**config.mk**
```make
export PLATFORM = sky130hd
export DESIGN_NAME = fp_mul_pipe
export DESIGN_NICKNAME = d
export VERILOG_FILES = /design/src/rtl/fp_mul_pipe.sv
export SDC_FILE = /design/constraint.sdc
export NUM_CORES = 1
export LEC_CHECK = 0
export CORE_MARGIN = 2
export CORE_UTILIZATION = 45
export CTS_CLUSTER_SIZE = 30
export DETAILED_ROUTE_END_ITERATION = 7
export HOLD_SLACK_MARGIN = 0.15
export SYNTH_ARGS = -nofsm -noshare
export SYNTH_HDL_FRONTEND = slang
export SYNTH_SLANG_ARGS = --single-unit
```
**constraint.sdc**
```tcl
create_clock -name clk -period 5.6 [get_ports clk]
set_clock_uncertainty 0.05 [all_clocks]
set_input_delay 0.56 -clock clk [delete_from_list [all_inputs] [get_ports clk]]
set_output_delay 0.56 -clock clk [all_outputs]
set_load 0.05 [all_outputs]
```
**src/rtl/fp_mul_pipe.sv**
```systemverilog
// rtl/fp_mul_pipe.sv - 3-stage valid/ready sign/exp/frac minifloat multiplier with ovf/udf flags
// Define FP_MUL_PIPE_RNE_EN for round-to-nearest-even; truncation otherwise.
module fp_mul_pipe #(
    parameter int EXP_W  = 3,
    parameter int FRAC_W = 4,
    parameter int BIAS   = 2**(EXP_W-1)-1,
    localparam int W     = 1 + EXP_W + FRAC_W
) (
    input  logic         clk,
    input  logic         rst_n,
    input  logic         in_valid,
    output logic         in_ready,
    input  logic [W-1:0] a,
    input  logic [W-1:0] b,
    output logic         out_valid,
    input  logic         out_ready,
    output logic [W-1:0] c,
    output logic         ovf,
    output logic         udf
);
    localparam int EW   = EXP_W + 2;
    localparam int PW   = 2*FRAC_W + 2;
`ifdef FP_MUL_PIPE_RNE_EN
    localparam int DROP = 0;
`else
    localparam int DROP = FRAC_W;   // truncation never looks below the kept fraction
`endif
    localparam int MW   = PW - DROP;
    localparam int EMAX = 2**EXP_W - 1;

    logic stall;
    assign stall    = out_valid & ~out_ready;
    assign in_ready = ~stall;

    logic          s1_valid, s1_zero, s1_spa, s1_spb, s1_sign;
    logic [EW-1:0] s1_esum;
    logic [W-1:0]  s1_a, s1_b;

    always_ff @(posedge clk or negedge rst_n) begin
        if (!rst_n) begin
            s1_valid <= 1'b0;
            s1_zero  <= 1'b0;
            s1_spa   <= 1'b0;
            s1_spb   <= 1'b0;
            s1_sign  <= 1'b0;
            s1_esum  <= '0;
            s1_a     <= '0;
            s1_b     <= '0;
        end else if (!stall) begin
            s1_valid <= in_valid;
            s1_zero  <= (a[W-2:0] == '0) || (b[W-2:0] == '0);
            s1_spa   <= &a[W-2 -: EXP_W];
            s1_spb   <= &b[W-2 -: EXP_W];
            s1_sign  <= a[W-1] ^ b[W-1];
            s1_esum  <= EW'(a[W-2 -: EXP_W]) + EW'(b[W-2 -: EXP_W]);
            s1_a     <= a;
            s1_b     <= b;
        end
    end

    logic [PW-1:0]        ma, mb;
    logic                 s2_valid, s2_zero, s2_spa, s2_spb, s2_sign;
    logic signed [EW-1:0] s2_exp;
    logic [MW-1:0]        s2_mant;
    logic [W-1:0]         s2_a, s2_b;

    assign ma = PW'({1'b1, s1_a[FRAC_W-1:0]});
    assign mb = PW'({1'b1, s1_b[FRAC_W-1:0]});

    always_ff @(posedge clk or negedge rst_n) begin
        if (!rst_n) begin
            s2_valid <= 1'b0;
            s2_zero  <= 1'b0;
            s2_spa   <= 1'b0;
            s2_spb   <= 1'b0;
            s2_sign  <= 1'b0;
            s2_exp   <= '0;
            s2_mant  <= '0;
            s2_a     <= '0;
            s2_b     <= '0;
        end else if (!stall) begin
            s2_valid <= s1_valid;
            s2_zero  <= s1_zero;
            s2_spa   <= s1_spa;
            s2_spb   <= s1_spb;
            s2_sign  <= s1_sign;
            s2_exp   <= s1_esum - EW'(BIAS);
            s2_mant  <= MW'((ma * mb) >> DROP);
            s2_a     <= s1_a;
            s2_b     <= s1_b;
        end
    end

    logic                 msb, carry, rnd;
    logic [FRAC_W-1:0]    frac_t, frac_r;
    logic signed [EW-1:0] e_n;

    // Product lies in [1,4): msb selects the normalisation shift
    always_comb begin
        msb    = s2_mant[MW-1];
        frac_t = msb ? s2_mant[MW-2 -: FRAC_W] : s2_mant[MW-3 -: FRAC_W];
`ifdef FP_MUL_PIPE_RNE_EN
        begin
            logic guard, sticky;
            guard  = msb ? s2_mant[FRAC_W]      : s2_mant[FRAC_W-1];
            sticky = msb ? |s2_mant[FRAC_W-1:0] : |s2_mant[FRAC_W-2:0];
            rnd    = guard & (sticky | frac_t[0]);
        end
`else
        rnd    = 1'b0;
`endif
        {carry, frac_r} = {1'b0, frac_t} + (FRAC_W+1)'(rnd);
        e_n    = s2_exp + EW'(msb) + EW'(carry);
    end

    always_ff @(posedge clk or negedge rst_n) begin
        if (!rst_n) begin
            out_valid <= 1'b0;
            c         <= '0;
            ovf       <= 1'b0;
            udf       <= 1'b0;
        end else if (!stall) begin
            out_valid <= s2_valid;
            ovf       <= 1'b0;
            udf       <= 1'b0;
            if (s2_zero) begin
                c <= '0;
            end else if (s2_spa) begin
                c <= s2_a;
            end else if (s2_spb) begin
                c <= s2_b;
            end else if (int'(e_n) >= EMAX) begin
                c   <= {s2_sign, {EXP_W{1'b1}}, {FRAC_W{1'b0}}};
                ovf <= 1'b1;
            end else if (int'(e_n) <= 0) begin
                c   <= '0;
                udf <= 1'b1;
            end else begin
                c <= {s2_sign, e_n[EXP_W-1:0], frac_r};
            end
        end
    end
endmodule
```
==> results of run 1 <==
==> layer usage <==
layer  wire length [um]  GRT usage  vias to the layer above  part of all wire
li1                   -          -                     1392                 -
met1               4029     0.2925                     1241              0.53
met2               3132     0.2673                       52              0.41
met3                226    0.02953                       15             0.030
met4                170    0.08333                        0             0.022
met5                  0          0                        -                 0
==> flip-flops by register name, indices dropped and copies added, names as in the netlist, 4 cells and up <==
signal   count
s1_esum      4
s2_b         8
s2_exp       5
s1_a         8
c            8
s2_mant      6
s2_a         8
s1_b         8
==> critical path, cell delays in order, from the launching register on <==
cell and delay [ps]:
dfrtp_1 420, inv_1 140, nor2_1 90, fa_1 500
inv_1 50, fa_1 500, fa_1 520, inv_1 40
ha_1 340, a21oi_1 170, nor2b_1 100, o41ai_1 390
xor2_1 180, a21oi_1 70
==> per-stage QoR <==
stage               utilization  hold slack, ps
finish                   0.5433           348.1
global route             0.5433           434.8
CTS                      0.5433           398.4
detailed placement       0.5189           401.4
global placement         0.5189           394.9
floorplan                     -           214.4
==> logic make-up (layout without fill, tap and decap cells) <==
kind of cell,count (synthesis),in the layout,synth area share
compound gates,74,74,0.1245
xor+xnor,10,10,0.02790
fa+ha+maj,30,30,0.1204
buf+inv,41,72,0.04763
flops,68,68,0.4627
mux,5,5,0.01497
simple gates,171,171,0.2018
==> final cells by class <==
class                   instances  area, um^2  area share
clock inverters                 5       52.55     0.01239
well taps                     102       127.6     0.03009
clock buffers                  10       137.6     0.03245
multi-input cells             290        1808      0.4263
flip-flops and latches         68        1702      0.4012
inverters                      23       86.33     0.02035
repair buffers                 34       327.8     0.07729
==> cell usage after synthesis, types with 5 or more instances <==
cell type  count
a21oi_1       17
a221oi_1       5
buf_2          5
clkbuf_1      11
dfrtp_1       68
fa_1           9
ha_1          21
inv_1         22
nand2_1      119
nand3_1        5
nor2_1        20
o21ai_0       27
o21ai_1        5
==> power by group through the flow <==
stage / combinational (mW) / clock (mW) / sequential, mW
after floorplan: 0.767 / 0 / 0.858
after global placement: 1.07 / 0 / 0.804
after detailed placement: 1.09 / 0 / 0.810
after CTS: 1.09 / 0.408 / 0.801
after global routing: 1.23 / 0.435 / 0.827
final: 1.09 / 0.397 / 0.803
==> final timing paths <==
path                                   end  depth (start not counted)      from  slack, ps
min in group clk                  s2_valid                          2  s2_valid        410
max in group asynchronous          s1_a[5]                          2     rst_n       4600
worst min register to register    s2_valid                          2  s2_valid        410
worst max-delay path            s2_mant[4]                         13   s1_b[3]       1900
worst min-delay path                   udf                          2     rst_n        350
worst max register to register  s2_mant[4]                         13   s1_b[3]       1900
==> summary.md, run 1 <==
| Metric | Value |
|---|---|
| Status | `complete, no violations` |
| CP required | `5750 ps` |
| TritonCTS clock tree | `built` |
| Total CTS buffers | `9` |
| Hold_buf cts | `0` |
| Most frequent cells in the layout | `nand2_1, dfrtp_1, clkdlybuf4s50_1` |
| Setup TNS | `0 ps` |
| Post-synth top area share | `0.4627` |
| Clock Path Buffers | `2` |
| Final Hold Viols | `0` |
| CP Class | `flop to flop` |
| Logic pwr share | `0.475` |
| Die Y | `94.40 um` |
| Finished Cell Area | `4242 um^2` |
| Cells after synthesis | `399` |
| Main flop type after synthesis | `dfrtp_1` |
| Element type at the critical path start | `flop` |
| First-pass GRT wire length | `13.03 mm` |
| Final GP Congestion | `0.9168` |
| Pleak | `2.007 nW` |
| F_max | `0.2704 GHz` |
| RSZ-0062 raised after global routing | `no` |
| Grt total ovfl | `0` |
| Vias in the first global route | `2628` |
| Pin count of the biggest net entering global routing | `73` |
| Power Density | `538.6 nW/um^2` |
| Initial DRC Count | `119` |
| Maximum VDD drop | `0.2124 mV` |
| Final nets | `476` |
| Crit. End Element | `flop` |
| CTS resizes | `0` |
| Switching pwr | `0.9592 mW` |
| Non-Filler Instances | `532` |
| Routed wire length | `7.558 mm` |
| N_diodes | `0` |
| Post-Syn Area | `3677 um^2` |
| Relative max-transition margin | `0.4404` |
| Post-synthesis sequential area ratio | `0.4627` |
| Share of cells above drive strength 1 | `0.07907` |
| CTS Root Buffer Type | `clkbuf_8` |
| Pwr Total | `2.285 mW` |
| TritonRoute pass-1 iters | `4` |
| Dpl ws | `1923 ps` |
| Post-CTS setup buffers | `0` |
| Max-Cap Viols | `0` |
| Sw frac | `0.4198` |
| Tmin final | `3698 ps` |
| Final ANT Viol Nets | `0` |
| Ys Warns | `0` |
| Finish-stage setup viols | `0` |
| Fill cell total of the finished layout | `749` |
| Core box area | `7807 um^2` |
| Die area | `8910 um^2` |
| Initial Utilization | `0.4710` |
| Vias | `2700` |
| Area growth syn-to-layout | `15.35%` |
| Count of cell types in the netlist | `49` |
| Placed Area | `4051 um^2` |
| Synth area leaders | `dfrtp_1, nand2_1, ha_1` |
| TritonCTS Sinks | `68` |
| Sequential power share | `0.351` |
| Initial antenna violation count | `0` |
| Crit Path Max Fanout | `5` |
| Most common cell after layout, fill and taps aside | `nand2_1` |
| Largest area contributor in the netlist | `dfrtp_1` |
| Vias per inst | `5.075` |
| Worst path arrival time | `3850 ps` |
| CTS clk-pin slew, worst paths | `70 ps` |
| Fin crit share | `0.6604` |
| Clock group share of total power | `0.174` |
| H-Tree Depth | `3` |
| Gr usage total | `0.1909` |
| Syn Area/Cell | `9.216 um^2` |
| Count of flip-flops with a built-in enable after synthesis | `0` |
| Min-Delay Path Class | `primary input to async pin` |
| Site row count | `32` |
| Clk Latency, worst-skew pair | `340 ps` |
| WL/cell | `14.21 um` |
| Detailed-placement wirelength estimate | `5.304 mm` |
| #FFs+latches synth | `68` |
| Tightest Pin Transition | `839.4 ps` |
| Final Worst Setup Slack | `1902 ps` |
| I/O pin cnt | `32` |
| Die extent in x | `94.40 um` |
| Pint | `1.325 mW` |
| Placed insts | `517` |
| Mapped Nets | `449` |
| DR DRC count | `0` |
| I/O Buffers | `31` |
| Max Slew Vio Count | `0` |
| Async set-reset flop share out of synthesis | `1.000` |
No activity file was read; power rests on OpenSTA's default activity.
==> inputs of run 2 (changes only) <==
PLACE_DENSITY = 0.67   (was not set)
clock period = 3.2 ns   (was 5.6 ns; I/O delays follow)
==> summary.md, run 2 (synthesis gave the netlist of run 1 again) <==
| Metric | Value |
|---|---|
| Die extent in x | `94.40 um (unchanged)` |
| First-pass GRT wire length | `13.10 mm (+0.53%)` |
| Fill cell total of the finished layout | `703 (-6.1%)` |
| Clk Latency, worst-skew pair | `330 ps (about the same)` |
| TritonCTS Sinks | `68 (unchanged)` |
| Clock Path Buffers | `2 (unchanged)` |
| Core box area | `7807 um^2 (unchanged)` |
| Maximum VDD drop | `0.3362 mV (+58%)` |
| Crit. End Element | `flop` |
| Clock group share of total power | `0.142 (-0.032)` |
| WL/cell | `13.99 um (-1.5%)` |
| Placed insts | `525 (+1.5%)` |
| Total CTS buffers | `9 (unchanged)` |
| Element type at the critical path start | `flop` |
| Worst path bufs/invs | `3 (unchanged)` |
| Site row count | `32 (unchanged)` |
| Max-Cap Viols | `0 (unchanged)` |
| Pleak | `2.036 nW (+1.4%)` |
| Initial DRC Count | `194 (+63%)` |
| Detailed-placement wirelength estimate | `5.421 mm (+2.2%)` |
| H-Tree Depth | `3 (unchanged)` |
| Tmin final | `3234 ps (-463.9 ps)` |
| Vias per inst | `5.213 (+2.7%)` |
| Worst path cell trace | `inv_2 > nor2_2 > fa_1 > inv_1 > fa_1 > fa_1 > inv_2 > ha_4 > nand2_2 > nor3_4 > o41ai_2 > xor2_1 > a21oi_1` |
| CTS clk-pin slew, worst paths | `70 ps (about the same)` |
| CP max stage delay | `510 ps (about the same)` |
| Dpl ws | `-97.85 ps (-2021 ps)` |
| Die Y | `94.40 um (unchanged)` |
| Vias | `2820 (+4.4%)` |
| Worst path arrival time | `3390 ps (-460 ps)` |
| Grt total ovfl | `0 (unchanged)` |
| Final ANT Viol Nets | `0 (unchanged)` |
| CTS Root Buffer Type | `clkbuf_8` |
| Die area | `8910 um^2 (unchanged)` |
| Most common cell after layout, fill and taps aside | `nand2_1` |
| CP required | `3350 ps (-2400 ps)` |
| TritonCTS clock tree | `built` |
| Post-layout util | `0.5527 (+0.009455)` |
| Finished Cell Area | `4315 um^2 (+1.7%)` |
| Relative max-transition margin | `0.4421 (+0.001730)` |
| Sw frac | `0.4288 (+0.008923)` |
| Hold Slack | `124.0 ps (-224.1 ps)` |
| Sequential power share | `0.342 (-0.009)` |
| Status | `complete, but fails checks` |
| Min-Delay Path Class | `primary input to async pin` |
| Placed Area | `4135 um^2 (+2.1%)` |
| Area growth syn-to-layout | `17.35%` |
| Final Worst Setup Slack | `-34.04 ps (-1936 ps)` |
| Initial Utilization | `0.4710 (unchanged)` |
| Switching pwr | `1.755 mW (+83%)` |
| Non-Filler Instances | `541 (+1.7%)` |
| TritonRoute pass-1 iters | `4 (unchanged)` |
| Fin crit share | `1.011 (+0.3503)` |
| Share of cells above drive strength 1 | `0.1230 (+0.04394)` |
| Final nets | `485 (+1.9%)` |
| Worst path top cell family by delay | `adder cells` |
| CP Class | `flop to flop` |
| Gr usage total | `0.1900 (-0.0008312)` |
| Final Hold Viols | `0 (unchanged)` |
| Setup TNS | `-65.86 ps (-65.86 ps)` |
| Vias in the first global route | `2776 (+5.6%)` |
| I/O pin cnt | `32 (unchanged)` |
| N_diodes | `0 (unchanged)` |
| F_max | `0.3092 GHz (+14%)` |
| Final GP Congestion | `0.8654 (-5.6%)` |
| Finish-stage setup viols | `3 (+3)` |
| Pint | `2.339 mW (+76%)` |
| Top cell by count, worst path | `fa_1` |
| Crit-path slowest cell | `fa_1` |
| DR DRC count | `0 (unchanged)` |
| Initial antenna violation count | `0 (unchanged)` |
| Power Density | `948.7 nW/um^2 (+76%)` |
| Tightest Pin Transition | `836.8 ps (-2.595 ps)` |
| Crit Path Max Fanout | `5 (unchanged)` |
| Pin count of the biggest net entering global routing | `72 (-1.4%)` |
| Hold_buf cts | `0 (unchanged)` |
| Most frequent cells in the layout | `nand2_1, dfrtp_1, clkdlybuf4s50_1` |
| Pwr Total | `4.094 mW (+79%)` |
| Failing checks | `setup timing` |
| I/O Buffers | `31 (unchanged)` |
| Routed wire length | `7.570 mm (+0.16%)` |
| RSZ-0062 raised after global routing | `yes` |
| Logic pwr share | `0.516 (+0.041)` |
| Max Slew Vio Count | `0 (unchanged)` |
-- run 2: cell types whose count changed in the layout (fill, tap and decap cells not counted), moves of 2 or more --
cell | previous run | this run
buf_4 | 3 | 13
clkbuf_1 | 0 | 4
clkinv_2 | 3 | 1
ha_1 | 21 | 19
inv_1 | 22 | 17
inv_2 | 1 | 6
nor2_1 | 20 | 18
nor2_2 | 0 | 2
-- run 2: power by group through the flow --
stage | clock, mW | sequential (mW) | combinational [mW]
after floorplan | 0 | 1.50 | 1.39
after global placement | 0 | 1.40 | 1.98
after detailed placement | 0 | 1.42 | 2.04
after CTS | 0.593 | 1.40 | 2.10
after global routing | 0.632 | 1.44 | 2.36
final | 0.582 | 1.40 | 2.11
-- run 2: worst register-to-register path, stage by stage, from the launching register on --
cell and delay (ps):
dfrtp_1 390, inv_2 70, nor2_2 50, fa_1 500, inv_1 50, fa_1 440
fa_1 510, inv_2 50, ha_4 220, nand2_2 80, nor3_4 50, o41ai_2 370
xor2_1 180, a21oi_1 80
-- run 2: area by class of cell --
cell class | instances | area [um^2] | share of cell area
clock inverters | 2 | 12.51 | 0.002899
multi-input cells | 290 | 1856 | 0.4300
clock buffers | 13 | 138.9 | 0.03218
repair buffers | 43 | 392.9 | 0.09104
well taps | 102 | 127.6 | 0.02957
flip-flops and latches | 68 | 1702 | 0.3943
inverters | 23 | 86.33 | 0.02001
-- run 2: routing by layer --
layer,wire length (um),part of all wire,global-route usage,vias up
li1,-,-,-,1412
met1,3786,0.50,0.2746,1335
met2,3339,0.44,0.2810,61
met3,298,0.039,0.03751,12
met4,145,0.019,0.07971,0
met5,0,0,0,-
-- run 2: worst paths after layout --
path / startpoint / to / slack (ps) / cells after the start
max in group asynchronous: rst_n / out_valid / 2440 / 2
max reg2reg: s1_b[3] / s2_mant[4] / -30 / 13
max: s1_b[3] / s2_mant[4] / -30 / 13
min: rst_n / s2_a[7] / 120 / 2
min reg2reg: s1_a[4] / s1_a[4] / 420 / 2
min in group clk: s1_a[4] / s1_a[4] / 420 / 2
-- run 2: what timing repair did --
item / 4_1_cts / 5_1_grt
setup buffers: 0 / 1
endpoints found under the setup margin: 4 / 5
pin swaps: 3 / 3
resized for setup: 6 / 2
==> inputs of run 3 (changes only) <==
CAP_MARGIN = 15   (was not set)
PLACE_DENSITY = 0.74   (was 0.67)
RECOVER_POWER = 50   (was not set)
==> summary.md, run 3 (synthesis gave the netlist of run 1 again) <==
| Metric | Value |
|---|---|
| Pin count of the biggest net entering global routing | `72 (unchanged)` |
| Worst path cell trace | `inv_2 > nor2_1 > fa_1 > inv_1 > fa_1 > fa_1 > inv_2 > ha_4 > a21oi_2 > nor2b_2 > or4_1 > nand2_1 > a21oi_1` |
| CTS clk-pin slew, worst paths | `80 ps (about the same)` |
| H-Tree Depth | `3 (unchanged)` |
| Crit. End Element | `flop` |
| Non-Filler Instances | `545 (+0.74%)` |
| CP required | `3360 ps (about the same)` |
| TritonCTS Sinks | `68 (unchanged)` |
| Dpl ws | `-97.57 ps (+0.2818 ps)` |
| Die extent in x | `94.40 um (unchanged)` |
| Initial DRC Count | `146 (-25%)` |
| Clk Latency, worst-skew pair | `330 ps (about the same)` |
| Placed insts | `525 (unchanged)` |
| Crit-path slowest cell | `fa_1` |
| Status | `complete, but fails checks` |
| Element type at the critical path start | `flop` |
| TritonRoute pass-1 iters | `5 (+1)` |
| DR DRC count | `0 (unchanged)` |
| I/O pin cnt | `32 (unchanged)` |
| Final GP Congestion | `0.8699 (+0.52%)` |
| Logic pwr share | `0.501 (-0.015)` |
| Sequential power share | `0.321 (-0.021)` |
| Tmin final | `3204 ps (-29.63 ps)` |
| Detailed-placement wirelength estimate | `5.430 mm (+0.17%)` |
| Clock group share of total power | `0.179 (+0.037)` |
| Gr usage total | `0.1879 (-0.002129)` |
| TritonCTS clock tree | `built` |
| Max Slew Vio Count | `0 (unchanged)` |
| Hold Slack | `417.3 ps (+293.3 ps)` |
| Tightest Pin Transition | `1014 ps (+177.5 ps)` |
| Final Hold Viols | `0 (unchanged)` |
| Total CTS buffers | `9 (unchanged)` |
| Final ANT Viol Nets | `0 (unchanged)` |
| Sw frac | `0.4101 (-0.01861)` |
| Failing checks | `setup timing` |
| I/O Buffers | `31 (unchanged)` |
| CP max stage delay | `520 ps (about the same)` |
| Final nets | `488 (+0.62%)` |
| Share of cells above drive strength 1 | `0.1354 (+0.01243)` |
| Finish-stage setup viols | `1 (-2)` |
| Core box area | `7807 um^2 (unchanged)` |
| Clock Path Buffers | `2 (unchanged)` |
| Relative max-transition margin | `0.3238 (-0.1183)` |
| Fill cell total of the finished layout | `690 (-1.8%)` |
| Vias per inst | `5.189 (-0.45%)` |
| Maximum VDD drop | `0.4267 mV (+27%)` |
| Final Worst Setup Slack | `-4.410 ps (+29.63 ps)` |
| Power Density | `990.3 nW/um^2 (+4.4%)` |
| Area growth syn-to-layout | `20.35%` |
| Setup TNS | `-4.410 ps (+61.45 ps)` |
| Vias | `2828 (+0.28%)` |
| Routed wire length | `7.463 mm (-1.4%)` |
| F_max | `0.3121 GHz (+0.92%)` |
| Site row count | `32 (unchanged)` |
| CTS Root Buffer Type | `clkbuf_8` |
| Most frequent cells in the layout | `nand2_1, dfrtp_1, clkdlybuf4s50_1` |
| Worst path arrival time | `3370 ps (-20 ps)` |
| Vias in the first global route | `2672 (-3.7%)` |
| Min-Delay Path Class | `primary input to async pin` |
| CP Class | `flop to flop` |
| Post-layout util | `0.5668 (+0.01410)` |
| Crit Path Max Fanout | `5 (unchanged)` |
| First-pass GRT wire length | `12.89 mm (-1.6%)` |
| Top cell by count, worst path | `fa_1` |
| Pint | `2.585 mW (+11%)` |
| Die Y | `94.40 um (unchanged)` |
| RSZ-0062 raised after global routing | `yes` |
| Max-Cap Viols | `0 (unchanged)` |
| Fin crit share | `1.001 (-0.009259)` |
| Pleak | `2.081 nW (+2.2%)` |
| Switching pwr | `1.797 mW (+2.4%)` |
| Most common cell after layout, fill and taps aside | `nand2_1` |
| N_diodes | `0 (unchanged)` |
| Initial Utilization | `0.4710 (unchanged)` |
| Initial antenna violation count | `0 (unchanged)` |
| Die area | `8910 um^2 (unchanged)` |
| WL/cell | `13.69 um (-2.1%)` |
| Grt total ovfl | `0 (unchanged)` |
## run 3: stage by stage
step / area [um^2] / total power, mW
after floorplan: 3704 / 2.898
after global placement: 4135 / 3.352
after detailed placement: 4135 / 3.437
after CTS: 4387 / 4.327
after global routing: 4425 / 4.751
final: 4425 / 4.382
## run 3: per-layer routing
layer / vias to the layer above / GRT usage / wire length [um]
met5: - / 0 / 0
met4: 0 / 0.06763 / 53
met3: 4 / 0.03751 / 386
met2: 70 / 0.2780 / 3399
met1: 1335 / 0.2761 / 3624
li1: 1419 / - / -
## run 3: power by group through the flow
stage	logic [mW]	registers (mW)	clock network (mW)
after global placement	1.95	1.40	0
final	2.19	1.41	0.783
after detailed placement	2.02	1.42	0
after CTS	2.12	1.40	0.803
after global routing	2.46	1.45	0.841
after floorplan	1.39	1.50	0
## run 3: timing repair
action,4_1_cts,5_1_grt
setup buffers,0,2
hold buffers,0,1
gates resized for setup,8,3
endpoints found under the setup margin,3,4
pin swaps,4,2
endpoints found under the hold margin,0,49
## run 3: path summary, 6_finish.rpt
check                        start    endpoint  slack [ps]  depth (start not counted)
min                          rst_n   s2_exp[3]         420                          2
min reg2reg                s2_a[0]     s2_a[0]         420                          2
max                        s1_b[2]  s2_mant[2]          -4                         13
min in group clk           s2_a[0]     s2_a[0]         420                          2
max in group asynchronous    rst_n     s1_zero         760                          4
max reg2reg                s1_b[2]  s2_mant[2]          -4                         13
## run 3: cell type report
type / instances / area, um^2 / share of cell area
Timing Repair Buffer: 46 / 406.6 / 0.09189
Inverter: 23 / 86.33 / 0.01951
Multi-Input combinational cell: 290 / 1879 / 0.4247
Clock inverter: 6 / 86.33 / 0.01951
Clock buffer: 10 / 137.6 / 0.03110
Tap cell: 102 / 127.6 / 0.02884
Sequential cell: 68 / 1702 / 0.3845
## run 3: critical path: cells and delay by family (launching register included)
family	cells	cell delay (ps)
adders and majority gates	4	1600
AOI/OAI and AO/OA	2	190
DFF	1	390
and+or+nand+nor	4	700
buffers and inverters	3	180
